**config.mk**
```make
export PLATFORM = sky130hd
export DESIGN_NAME = lif_neuron_stdp
export DESIGN_NICKNAME = d
export VERILOG_FILES = /design/src/rtl/lif_neuron_stdp.sv
export SDC_FILE = /design/constraint.sdc
export NUM_CORES = 1
export LEC_CHECK = 0
export BUFFER_PORTS_ARGS = -buffer_cell sky130_fd_sc_hd__buf_4
export CORE_ASPECT_RATIO = 0.8
export CORE_MARGIN = 2
export CORE_UTILIZATION = 40
export CTS_BUF_LIST = sky130_fd_sc_hd__clkbuf_16
export DETAILED_ROUTE_END_ITERATION = 8
export SLEW_MARGIN = 30
export SYNTH_ARGS = -nofsm -noshare
export SYNTH_HDL_FRONTEND = slang
export SYNTH_SLANG_ARGS = --single-unit
export TNS_END_PERCENT = 100
```
**constraint.sdc**
```tcl
create_clock -name clk -period 7.15 [get_ports clk]
set_input_delay 0.715 -clock clk [delete_from_list [all_inputs] [get_ports clk]]
set_output_delay 0.715 -clock clk [all_outputs]
set_load 0.1 [all_outputs]
```
**src/rtl/lif_neuron_stdp.sv**
```systemverilog
// rtl/lif_neuron_stdp.sv - leaky integrate-and-fire neuron with refractory hold
//
// Purpose: each integrating cycle adds the signed synaptic current, the static
// bias and the dynamic bias to the stored potential, subtracts the leak, clamps
// the result to [0, 2^POTENTIAL_WIDTH-1] and fires when it reaches THRESHOLD.
// A firing event clears the potential and optionally starts a refractory hold.
//
// Ports:
//   clk                 in   1                  rising-edge clock
//   rst_n               in   1                  synchronous active-low reset
//   input_current       in   POTENTIAL_WIDTH+1  signed synaptic current
//   bias_signal         in   4                  signed dynamic bias (-8..+7)
//   spike_out           out  1                  registered one-cycle spike
//   membrane_potential  out  POTENTIAL_WIDTH    registered potential, unsigned

module lif_neuron_stdp #(
  parameter int THRESHOLD       = 20,
  parameter int LEAK            = 1,
  parameter int BIAS            = 0,
  parameter int POTENTIAL_WIDTH = 8,
  parameter int REFRACTORY      = 0
) (
  input  logic                       clk,
  input  logic                       rst_n,
  input  logic [POTENTIAL_WIDTH:0]   input_current,
  input  logic [3:0]                 bias_signal,
  output logic                       spike_out,
  output logic [POTENTIAL_WIDTH-1:0] membrane_potential
);

  localparam int PW = POTENTIAL_WIDTH;
  // Six guard bits absorb the worst-case sum of four terms without overflow.
  localparam int SW = PW + 6;
  localparam int CW = (REFRACTORY > 0) ? $clog2(REFRACTORY + 1) : 1;

  localparam logic signed [SW-1:0] BIAS_S  = SW'(BIAS);
  localparam logic signed [SW-1:0] LEAK_S  = SW'(LEAK);
  localparam logic signed [SW-1:0] POT_MAX = SW'((2 ** PW) - 1);

  // A threshold above the largest storable potential can never be reached,
  // so firing is disabled outright rather than comparing truncated values.
  localparam bit              FIRE_EN = (THRESHOLD <= ((2 ** PW) - 1));
  localparam logic [PW-1:0]   THR_W   = FIRE_EN ? PW'(THRESHOLD) : '0;
  localparam logic [CW-1:0]   REFR_W  = CW'(REFRACTORY);

  logic [PW-1:0]        pot;
  logic [CW-1:0]        refr_cnt;

  logic signed [SW-1:0] pot_ext;
  logic signed [SW-1:0] cur_ext;
  logic signed [SW-1:0] dyn_ext;
  logic signed [SW-1:0] sum;
  logic [PW-1:0]        clamped;
  logic                 fire;

  always_comb begin
    pot_ext = {{(SW-PW){1'b0}}, pot};
    cur_ext = {{(SW-PW-1){input_current[PW]}}, input_current};
    dyn_ext = {{(SW-4){bias_signal[3]}}, bias_signal};
    sum     = pot_ext + cur_ext + BIAS_S + dyn_ext - LEAK_S;

    clamped = '0;
    if (sum[SW-1]) begin
      clamped = '0;
    end else if (sum > POT_MAX) begin
      clamped = '1;
    end else begin
      clamped = sum[PW-1:0];
    end

    fire = FIRE_EN && (clamped >= THR_W);
  end

  always_ff @(posedge clk) begin
    if (!rst_n) begin
      pot       <= '0;
      spike_out <= 1'b0;
      refr_cnt  <= '0;
    end else if (refr_cnt != '0) begin
      // Refractory: inputs ignored, potential pinned at zero.
      pot       <= '0;
      spike_out <= 1'b0;
      refr_cnt  <= refr_cnt - 1'b1;
    end else if (fire) begin
      pot       <= '0;
      spike_out <= 1'b1;
      refr_cnt  <= REFR_W;
    end else begin
      pot       <= clamped;
      spike_out <= 1'b0;
    end
  end

  assign membrane_potential = pot;

endmodule

```
Word level (Yosys, flattened, before mapping). Cells that the tools add are included.

Bits in registers: 10. Output and inout port bits: 9.

Add/sub/neg operators: 4. Magnitude comparators: 2. Mux-type cells: 3. Bitwise gates (word level): 1. Reductions and logical operators: 3.

Operators with widths (count): two-way mux 8 bit (2); > comparator 12 x 9 -> 1 bit, second input constant (1); subtractor 11 x 2 -> 12 bit, second input constant (1); adder 10 x 4 -> 11 bit (1); adder 9 x 9 -> 10 bit (1); greater-or-equal comparator 8 x 5 -> 1 bit, second input constant (1); OR reduction 3 bit (1); AND reduction 2 bit (1); OR reduction 2 bit (1); two-way mux 1 bit (1); inverter 1 bit (1); subtractor 1 bit, second input constant (1).

Logic depth before layout (Yosys ltp). Gate-level depths: netlist of run 1.

Depth in word-level cells: 8. Depth in mapped cells: 12. Mapped depth without buffers: 12.

Least setup slack after synthesis of run 1. No wires, ideal clock.

Path type: register to register. From: register pot[1] (netlist: membrane_potential[1]). To: register spike_out. Data arrival time: 3493 ps. Path slack: 3537 ps. Cell stages (with the launch flop): 12. Path buffers: 0. Period minus slack after synthesis: 3613 ps. Cells stage by stage: dfxtp_1 > inv_1 > fa_1 > inv_1 > ha_1 > fa_1 > a211oi_1 > o21bai_1 > a21oi_1 > xor2_1 > nand3_1 > o31a_1.

Word-level cells in the longest chain between the ends: 8.

Ends and longest elaborated chain: start: declaration (RTL line 46) `logic [PW-1:0] pot;`; start signal: assignment (RTL line 89) `pot <= clamped;`; adder 9 x 9 -> 10 bit * (RTL line 60) `sum = pot_ext + cur_ext + BIAS_S + dyn_ext - LEAK_S;`; adder 10 x 4 -> 11 bit * (RTL line 60); subtractor 11 x 2 -> 12 bit * (RTL line 60); > comparator 12 x 9 -> 1 bit (RTL line 65) `end else if (sum > POT_MAX) begin`; two-way mux 8 bit (RTL line 65); two-way mux 8 bit * (RTL line 63) `if (sum[SW-1]) begin`; greater-or-equal comparator 8 x 5 -> 1 bit * (RTL line 71) `fire = FIRE_EN && (clamped >= THR_W);`; two-way mux 1 bit * (RTL line 84) `end else if (fire) begin`; end signal: assignment (RTL line 77) `spike_out <= 1'b0;`; end signal: assignment (RTL line 82) `spike_out <= 1'b0;`; end signal: assignment (RTL line 86) `spike_out <= 1'b1;`; end: declaration (RTL line 27) `output logic spike_out,`.

Every way passes the cells marked *; elsewhere a longest branch is shown, timed or not. A chain may end at the register's enable or synchronous reset.

Final worst setup path of run 1.
From: input port input_current[1]. To: register pot[3] (netlist: membrane_potential[3]).

Word-level cells in the longest chain between the ends: 8.

Ends and longest elaborated chain: start: declaration (RTL line 25) `input logic [POTENTIAL_WIDTH:0] input_current,`; adder 9 x 9 -> 10 bit * (RTL line 60); adder 10 x 4 -> 11 bit * (RTL line 60); subtractor 11 x 2 -> 12 bit * (RTL line 60); > comparator 12 x 9 -> 1 bit (RTL line 65); two-way mux 8 bit (RTL line 65); two-way mux 8 bit * (RTL line 63); greater-or-equal comparator 8 x 5 -> 1 bit (RTL line 71); OR reduction 3 bit (no source line).

Marks and branches as above.

==> impl_metrics.csv, run 1 <==
group,metric,value,unit
hold_path,min_to,"spike_out",
placement,gp_congestion,0.8573,
cells_and_area,drive_gt1_frac,0.2000,
setup_path,r2r_start,"membrane_potential[1]",
clocking,cts-root-buf,"clkbuf_16",
floorplanning,start_util,0.4251,
pwr,netSwitchingFraction,0.3780,
detailed_routing,drc,0,
pwr,net-switching-power,0.1214,mW
pwr,clkPwrFrac,0.303,
placement,placed_cells,200,
setup_path,cp-end-kind,"register",
setup_path,crit_path_start_kind,"input pin",
timing,fin_ws,3570,ps
detailed_routing,wl,2.267,mm
timing,final_max_slew_viol_count,0,
timing,min_period,3580,ps
clocking,cts.clk_slew.worst_paths,40,ps
clocking,cts_tree,"built",
logic_synthesis,synth_flop_cell,"dfxtp_1",
logic_synthesis,yosysWarningCount,0,
logic_synthesis,synth.cell_area,1194,µm²
pwr,pwr-share-comb,0.513,
clocking,clk_path_buf_depth,2,
cells_and_area,final_area,1500,µm²
clocking,cts_setup_buffers,0,
clocking,cts-buffers-inserted,3,
floorplanning,boundaryPins,24,
hold_path,hold_depth,2,
global_routing,grtUsageTotal,0.1517,
cells_and_area,syn2layout_area_growth,25.68,%
setup_path,r2r-end,"membrane_potential[3]",
detailed_routing,dr.pass1.iters,6,
cells_and_area,final_nets,212,
floorplanning,die-area,3440,µm²
pwr,p_seq_frac,0.184,
timing,setup_viol,0,
pwr,p_int,0.1998,mW
placement,place_ws,3321,ps
flow_run,cap_violations,0,
setup_path,critical_path_arrival,3710,ps
setup_path,required,7280,ps
pwr,p_leak,0.7830,nW
cells_and_area,antenna_cells,0,
logic_synthesis,avgSynthCellArea,8.777,µm²
cells_and_area,layoutNonFillerInstCount,203,
logic_synthesis,yosys_register_bits,10,
global_routing,grt_pass1_wl,3.898,mm
global_routing,overflow,0,
setup_path,regToRegSetupSlack,4040,ps
global_routing,antenna_found_initial,0,
logic_synthesis,synth_cell_types,34,
placement,numPortBuffers,23,
setup_path,r2r_cells,11,
clocking,ctsHtreeMaxLevel,1,
logic_synthesis,seq_area_frac_synth,0.1677,
floorplanning,die_h,52.86,µm
logic_synthesis,async_reset_ff_frac,0,
logic_synthesis,synth_edf_count,0,
placement,dp_hpwl,1.964,mm
placement,detailed_place.area,1425,µm²
setup_path,path_max_fanout,5,
global_routing,grt_max_degree,8,
setup_path,path_class,"input pin to register",
detailed_routing,wl_per_cell,11.17,µm
timing,fin_crit_sh,0.5007,
logic_synthesis,synthCells,136,
clocking,clock-sinks,10,
detailed_routing,drt-initial-drc-count,17,
detailed_routing,ant_nets,0,
floorplanning,die_w,65.08,µm
timing,fin_skew,4.359,ps
timing,setup_tns,0,ps
floorplanning,rows,17,
global_routing,grt_pass1_vias,919,
clocking,cts_resized,0,
detailed_routing,viasPerCell,4.601,
cells_and_area,utilization,0.5343,
hold_path,hold_class,"register to register",
hold_path,holdCritStartpoint,"refr_cnt",
timing,rsz0062_at_grt,"no",
timing,hold_ws,561.3,ps
clocking,ctsHoldBuffers,0,
timing,hold_viol_final,0,
detailed_routing,vias,934,
floorplanning,coreArea,2808,µm²
outcome,outcome,"complete, no violations",
timing,max_freq,279.3,MHz
pwr,pwr_density_cell,214.1,nW/µm²
pwr,finalPower,0.3212,mW
pwr,peakVddDrop,91.87,µV
clocking,clk_latency,240,ps
[power groups by stage]
stage	clock network, mW	registers, mW	logic, mW
floorplan	0	0.0723	0.119
global placement	0	0.0599	0.160
finish	0.0973	0.0591	0.165
CTS	0.0997	0.0591	0.166
global route	0.105	0.0592	0.185
detailed placement	0	0.0600	0.164
[placed cells by master (no fill, tap or decap), drive strengths merged, types with 3 or more instances in the layout]
| cell | count |
|---|---|
| inv | 40 |
| buf | 23 |
| ha | 22 |
| dfxtp | 10 |
| fa | 8 |
| nor3 | 6 |
| a21oi | 5 |
| o21ai | 5 |
| o21a | 4 |
| conb | 4 |
| or3 | 3 |
| nor2 | 3 |
| xor2 | 3 |
| clkbuf | 3 |
[registers in the layout, indices dropped and copies added (netlist names)]
| register | cells |
|---|---|
| refr_cnt | 1 |
| spike_out | 1 |
| membrane_potential | 8 |
[logic make-up (layout without fill, tap and decap cells)]
kind of cell | Yosys count | in the layout | share of synthesized area
XOR/XNOR | 5 | 5 | 0.03669
flip-flops | 10 | 10 | 0.1677
AO/OA/AOI/OAI | 25 | 25 | 0.1541
adder cells (fa/ha/maj) | 30 | 30 | 0.3648
buffers and inverters | 40 | 66 | 0.1258
other | 1 | 4 | 0.003142
AND/OR/NAND/NOR | 25 | 25 | 0.1478
[critical path, cell delays in order]
cell,delay [ps]
buf_4,70
inv_1,30
ha_1,300
fa_1,500
inv_1,40
ha_1,220
fa_1,400
a211oi_1,390
o21bai_1,130
a21oi_1,180
xor2_1,310
nand4bb_4,170
nor3_1,260
[cells in the mapped netlist (2+ instances only)]
master    number  area share
inv_1         40        0.13
ha_1          22        0.23
dfxtp_1       10        0.17
fa_1           8        0.13
nor3_1         6       0.025
o21a_1         4       0.025
a21oi_1        3       0.013
nor2_1         3      0.0094
o21ai_0        3       0.013
or3_1          3       0.016
xor2_1         3       0.022
a211oi_1       2       0.013
a21oi_2        2       0.015
nand2_1        2      0.0063
nand3_1        2      0.0084
nand4_1        2       0.010
o31a_1         2       0.015
or4_1          2       0.013
xnor2_1        2       0.015
[cell type report]
cell class              count  area [µm²]
fillers                   298        1308
multi-input cells          89       854.6
flip-flops and latches     10       200.2
repair buffers             23       172.7
inverters                  40       150.1
clock buffers               3       75.07
well taps                  38       47.55
[worst max path at each step]
stage	slack [ps]	from	to
final	3570	input_current[1]	membrane_potential[3]
after global routing	3330	input_current[1]	membrane_potential[3]
after CTS	3550	input_current[1]	membrane_potential[3]
after detailed placement	3320	input_current[1]	membrane_potential[3]
after global placement	3370	input_current[1]	membrane_potential[3]
after floorplan	3540	membrane_potential[1]	spike_out
[metal layers]
layer  share of wire  GRT usage  up-vias
met5               0          0        -
met4          0.0066    0.04514        0
met3           0.043    0.04468        2
met2            0.44     0.2354       17
met1            0.51     0.2053      405
li1                -          -      510
Power figures use the tool's default switching activity.
==> run 2: changes to the inputs <==
- clock period: 7.15 -> 3.37 ns (I/O delays scaled with it)
==> run 2 against run 1 <==
Compared with the run above: first-iteration DRC count rose to 3.9 times the previous value; sequential power up 110%; routed wire length down 0.84%; power up 120%; utilization up 0.89 points; worst hold slack worse by 85 ps; critical endpoint unchanged; largest cell class unchanged; design area up 1.7%; worst setup slack worse by 3300 ps; non-clock buffer count up 2; clock skew down 3.9 ps.
==> impl_metrics.csv, run 2 (same netlist as run 1, synthesis figures left out) <==
group,metric,value,unit
clocking,clk_path_buf_depth,2,
setup_path,cpMaxStageDelayCell,"fa_1",
floorplanning,die-area,3440,µm²
cells_and_area,largest_register_ff_count,8,
placement,placed_cells,202,
timing,fin_skew,0.4331,ps
cells_and_area,antenna_cells,0,
global_routing,grt_pass1_wl,3.843,mm
clocking,ctsHtreeMaxLevel,1,
cells_and_area,layoutNonFillerInstCount,206,
timing,fin_crit_sh,0.9220,
global_routing,grt.busiest_layer,"met2",
placement,gp_congestion,0.8460,
setup_path,required,3510,ps
setup_path,cp-end-kind,"register",
setup_path,cp.buffers_inverters,4,
global_routing,grtUsageTotal,0.1490,
global_routing,grt_max_degree,8,
timing,min_period,3107,ps
clocking,cts-root-buf,"clkbuf_16",
global_routing,antenna_found_initial,0,
floorplanning,die_h,52.86,µm
timing,hold_ws,476.4,ps
clocking,cts_tree,"built",
floorplanning,rows,17,
cells_and_area,final_common_cell,"inv_1",
setup_path,critical_path.top_delay_family,"adder cells",
clocking,cts.clk_slew.worst_paths,40,ps
flow_run,cap_violations,0,
setup_path,critical_path_arrival,3250,ps
pwr,clkPwrFrac,0.302,
pwr,peakVddDrop,306.0,µV
timing,fin_ws,262.8,ps
timing,setup_viol,0,
detailed_routing,viasPerCell,4.743,
setup_path,path_max_fanout,5,
cells_and_area,final_nets,214,
global_routing,grt_util_met3,0.04043,
floorplanning,start_util,0.4251,
global_routing,overflow,0,
setup_path,crit_path_max_incr_delay,500,ps
detailed_routing,vias,977,
clocking,clk_latency,240,ps
pwr,p_seq_frac,0.179,
timing,hold_viol_final,0,
timing,rsz0062_at_grt,"no",
detailed_routing,drc,0,
pwr,net-switching-power,0.2626,mW
floorplanning,coreArea,2808,µm²
hold_path,hold_class,"input pin to register",
cells_and_area,nFillCells,286,
placement,place_ws,-66.03,ps
placement,dp_hpwl,1.908,mm
pwr,p_leak,0.7958,nW
floorplanning,die_w,65.08,µm
pwr,netSwitchingFraction,0.3746,
cells_and_area,drive_gt1_frac,0.2202,
placement,numPortBuffers,23,
detailed_routing,wl,2.248,mm
detailed_routing,drt-initial-drc-count,66,
clocking,cts-buffers-inserted,3,
pwr,p_int,0.4384,mW
global_routing,grt_util_met1,0.1843,
setup_path,cp_cell_sequence,"buf_4 -> inv_1 -> ha_1 -> fa_1 -> inv_1 -> ha_1 -> fa_1 -> a211oi_2 -> o21bai_1 -> a21oi_1 -> xor2_1 -> buf_4 -> nand4bb_4 -> nor3_1",
timing,final_max_slew_viol_count,0,
pwr,pwr_density_cell,459.6,nW/µm²
setup_path,path_class,"input pin to register",
timing,max_freq,321.8,MHz
detailed_routing,dr.pass1.iters,4,
clocking,clock-sinks,10,
cells_and_area,final_cell_mix,"40 x inv_1, 25 x buf_4, 22 x ha_1, 9 x dfxtp_1, 8 x fa_1",
outcome,outcome,"complete, no violations",
pwr,pwr-share-comb,0.519,
detailed_routing,ant_nets,0,
detailed_routing,wl_per_cell,10.91,µm
setup_path,crit_path_start_kind,"input pin",
global_routing,use_met2,0.2526,
global_routing,grt_pass1_vias,911,
cells_and_area,syn2layout_area_growth,27.78,%
floorplanning,boundaryPins,24,
==> run 2: cell count changes in the layout (fill, tap and decap cells not counted) <==
cell / change
a211oi_1: -1
dfxtp_1: -1
dfxtp_2: +1
buf_4: +2
a211oi_2: +1
clkinv_1: +1
==> run 2: power groups by stage <==
stage                     clock network [mW]  logic (mW)  registers, mW
final                                  0.212       0.364          0.125
after global routing                   0.224       0.409          0.126
after CTS                              0.218       0.362          0.125
after detailed placement                   0       0.359          0.127
after global placement                     0       0.356          0.127
after floorplan                            0       0.252          0.153
==> run 2: worst register-to-register path: stages, from the launching register on <==
cell and delay, ps:
dfxtp_2 320, inv_1 60, fa_1 530, inv_1 40
ha_1 220, fa_1 420, a211oi_2 330, o21bai_1 120
a21oi_1 180, xor2_1 220, buf_4 160, nand4bb_4 130
nor3_1 210
==> run 2: per-stage QoR <==
stage / power (mW) / instance area, µm² / utilization / TNS (ps)
finish: 0.7010 / 1525 / 0.5432 / 0
detailed placement: 0.4864 / 1441 / 0.5134 / -66.03
CTS: 0.7057 / 1520 / 0.5414 / 0
global route: 0.7582 / 1525 / 0.5432 / 0
global placement: 0.4827 / 1441 / 0.5134 / -64.04
floorplan: 0.4056 / 1206 / - / 0
==> run 2: final timing paths <==
kind,startpoint,to,slack [ps],cells after the start
worst min-delay path,rst_n,spike_out,480,3
worst max-delay path,input_current[1],membrane_potential[3],260,14
worst max register to register,membrane_potential[1],membrane_potential[3],360,12
worst min register to register,refr_cnt,spike_out,550,2
==> run 2: area by class of cell <==
type	instances	area [µm²]	area share
Clock buffer	3	75.07	0.04922
Clock inverter	1	3.754	0.002461
Inverter	40	150.1	0.09844
Multi-Input combinational cell	89	859.6	0.5636
Sequential cell	10	201.4	0.1321
Tap cell	38	47.55	0.03117
Timing Repair Buffer	25	187.7	0.1231
==> run 2: layer usage <==
layer | up-vias | wire length, µm
li1 | 512 | -
met1 | 440 | 1090
met2 | 21 | 1010
met3 | 4 | 116
met4 | 0 | 31
met5 | - | 0
==> run 2: what timing repair did <==
| item | CTS | global route |
|---|---|---|
| setup endpoints to repair | 0 | 1 |
| hold buffers | 0 | 0 |
| setup buffers | 0 | 0 |
| resized for setup | 0 | 1 |
==> run 3: changes to the inputs <==
- BUFFER_PORTS_ARGS: -buffer_cell sky130_fd_sc_hd__buf_4 -> default
- DONT_BUFFER_PORTS: default -> 1
==> run 3 against run 2 <==
Compared with the run above: critical path depth is 2 lower; clock power hardly changed; utilization is 4.7 points lower; sequential power is 8% higher; register-to-register slack worse by 90 ps; via count is 6.0% lower; design area is 8.7% lower; first-iteration DRC count is 82% lower; cell count is 8.3% lower; fmax is 0.39% lower; highest routed layer unchanged.
==> impl_metrics.csv, run 3 (same netlist as run 1, synthesis figures left out) <==
group,metric,value,unit
clocking,cts_setup_buffers,0,
cells_and_area,final_common_cell,"inv_1",
clocking,clk_path_buf_depth,2,
timing,final_max_slew_viol_count,0,
cells_and_area,drive_gt1_frac,0.1258,
floorplanning,start_util,0.4251,
cells_and_area,syn2layout_area_growth,16.67,%
detailed_routing,wl_per_cell,11.89,µm
floorplanning,boundaryPins,24,
timing,relSlewSlack,0.3783,
setup_path,path_class,"input pin to register",
global_routing,overflow,0,
timing,rsz0062_at_grt,"no",
placement,dp_hpwl,1.946,mm
timing,fin_crit_sh,0.9256,
timing,worstMarginPinSlew,931.2,ps
floorplanning,rows,17,
global_routing,grt_pass1_wl,3.760,mm
clocking,clock-sinks,10,
pwr,p_leak,0.7126,nW
floorplanning,die-area,3440,µm²
placement,gp_congestion,0.8447,
cells_and_area,final_cell_mix,"40 x inv_1, 22 x ha_1, 9 x dfxtp_1, 8 x fa_1, 8 x buf_4",
timing,min_period,3119,ps
setup_path,path_max_fanout,3,
timing,setup_viol,0,
clocking,cts-buffers-inserted,3,
clocking,cts_tree,"built",
clocking,cts_resized,0,
floorplanning,die_w,65.08,µm
floorplanning,die_h,52.86,µm
timing,max_freq,320.6,MHz
clocking,ctsHoldBuffers,0,
cells_and_area,largest_register_ff_count,8,
clocking,cts-root-buf,"clkbuf_16",
clocking,ctsHtreeMaxLevel,1,
cells_and_area,utilization,0.4960,
timing,hold_viol_final,0,
placement,detailed_place.area,1314,µm²
global_routing,antenna_found_initial,0,
cells_and_area,final_nets,197,
pwr,peakVddDrop,263.3,µV
detailed_routing,drt-initial-drc-count,12,
detailed_routing,viasPerCell,4.857,
detailed_routing,drc,0,
detailed_routing,ant_nets,0,
clocking,clk_latency,240,ps
clocking,cts.clk_slew.worst_paths,40,ps
setup_path,critical_path_arrival,3240,ps
cells_and_area,final_area,1393,µm²
outcome,outcome,"complete, no violations",
detailed_routing,wl,2.248,mm
setup_path,crit_path_start_kind,"input pin",
detailed_routing,vias,918,
hold_path,hold_class,"input pin to register",
global_routing,grt_pass1_vias,863,
setup_path,required,3490,ps
floorplanning,coreArea,2808,µm²
global_routing,grt_max_degree,8,
pwr,pwr_density_cell,484.3,nW/µm²
timing,setup_tns,0,ps
detailed_routing,dr.pass1.iters,4,
setup_path,cp-end-kind,"register",
placement,numPortBuffers,0,
global_routing,grtUsageTotal,0.1470,
timing,fin_skew,1.402,ps
cells_and_area,antenna_cells,0,
flow_run,cap_violations,0,
-- run 3: cell count changes in the layout (fill, tap and decap cells not counted), sizes merged --
cell / delta
buf: -17
-- run 3: worst max-delay path, cell delays in order --
cell and delay, ps:
inv_1 20, ha_1 300, fa_1 500, inv_1 40, ha_1 230, fa_1 410
a211oi_1 410, o21bai_1 140, a21oi_1 190, xor2_1 300, nand3_1 120, o31a_1 250
-- run 3: power breakdown --
group / total, mW / switching [mW] / internal, mW
registers: 0.135 / 0.0117 / 0.123
clock network: 0.214 / 0.0578 / 0.156
logic: 0.326 / 0.191 / 0.135
-- run 3: path summary, 6_finish.rpt --
check,endpoint,cells past startpoint,start,slack [ps]
max,spike_out,12,input_current[1],250
min,spike_out,2,rst_n,370
max reg2reg,spike_out,11,membrane_potential[1],270
min reg2reg,spike_out,2,refr_cnt,560
-- run 3: cell type report --
type                       count  area, µm²
inverter                      40      150.1
timing repair buffer           8      60.06
fill                         290       1415
tap                           38      47.55
multi-input combinational     89      854.6
sequential                    10      201.4
clock inverter                 1      3.754
clock buffer                   3      75.07
-- run 3: per-stage QoR --
step | setup WS (ps) | std cells | hold slack, ps | total power [mW]
after floorplan | 26.90 | 139 | 530.6 | 0.4056
after global placement | 121.4 | 185 | 544.7 | 0.4525
after detailed placement | 19.67 | 185 | 549.1 | 0.4620
after CTS | 229.5 | 189 | 362.3 | 0.6833
after global routing | 34.88 | 189 | 366.9 | 0.7275
final | 250.6 | 189 | 366.0 | 0.6744
-- run 3: per-layer routing --
layer	global-route usage	vias to the layer above	part of all wire
li1	-	482	-
met1	0.1787	407	0.49
met2	0.2595	27	0.46
met3	0.03830	2	0.047
met4	0.04167	0	0.0067
met5	0	-	0
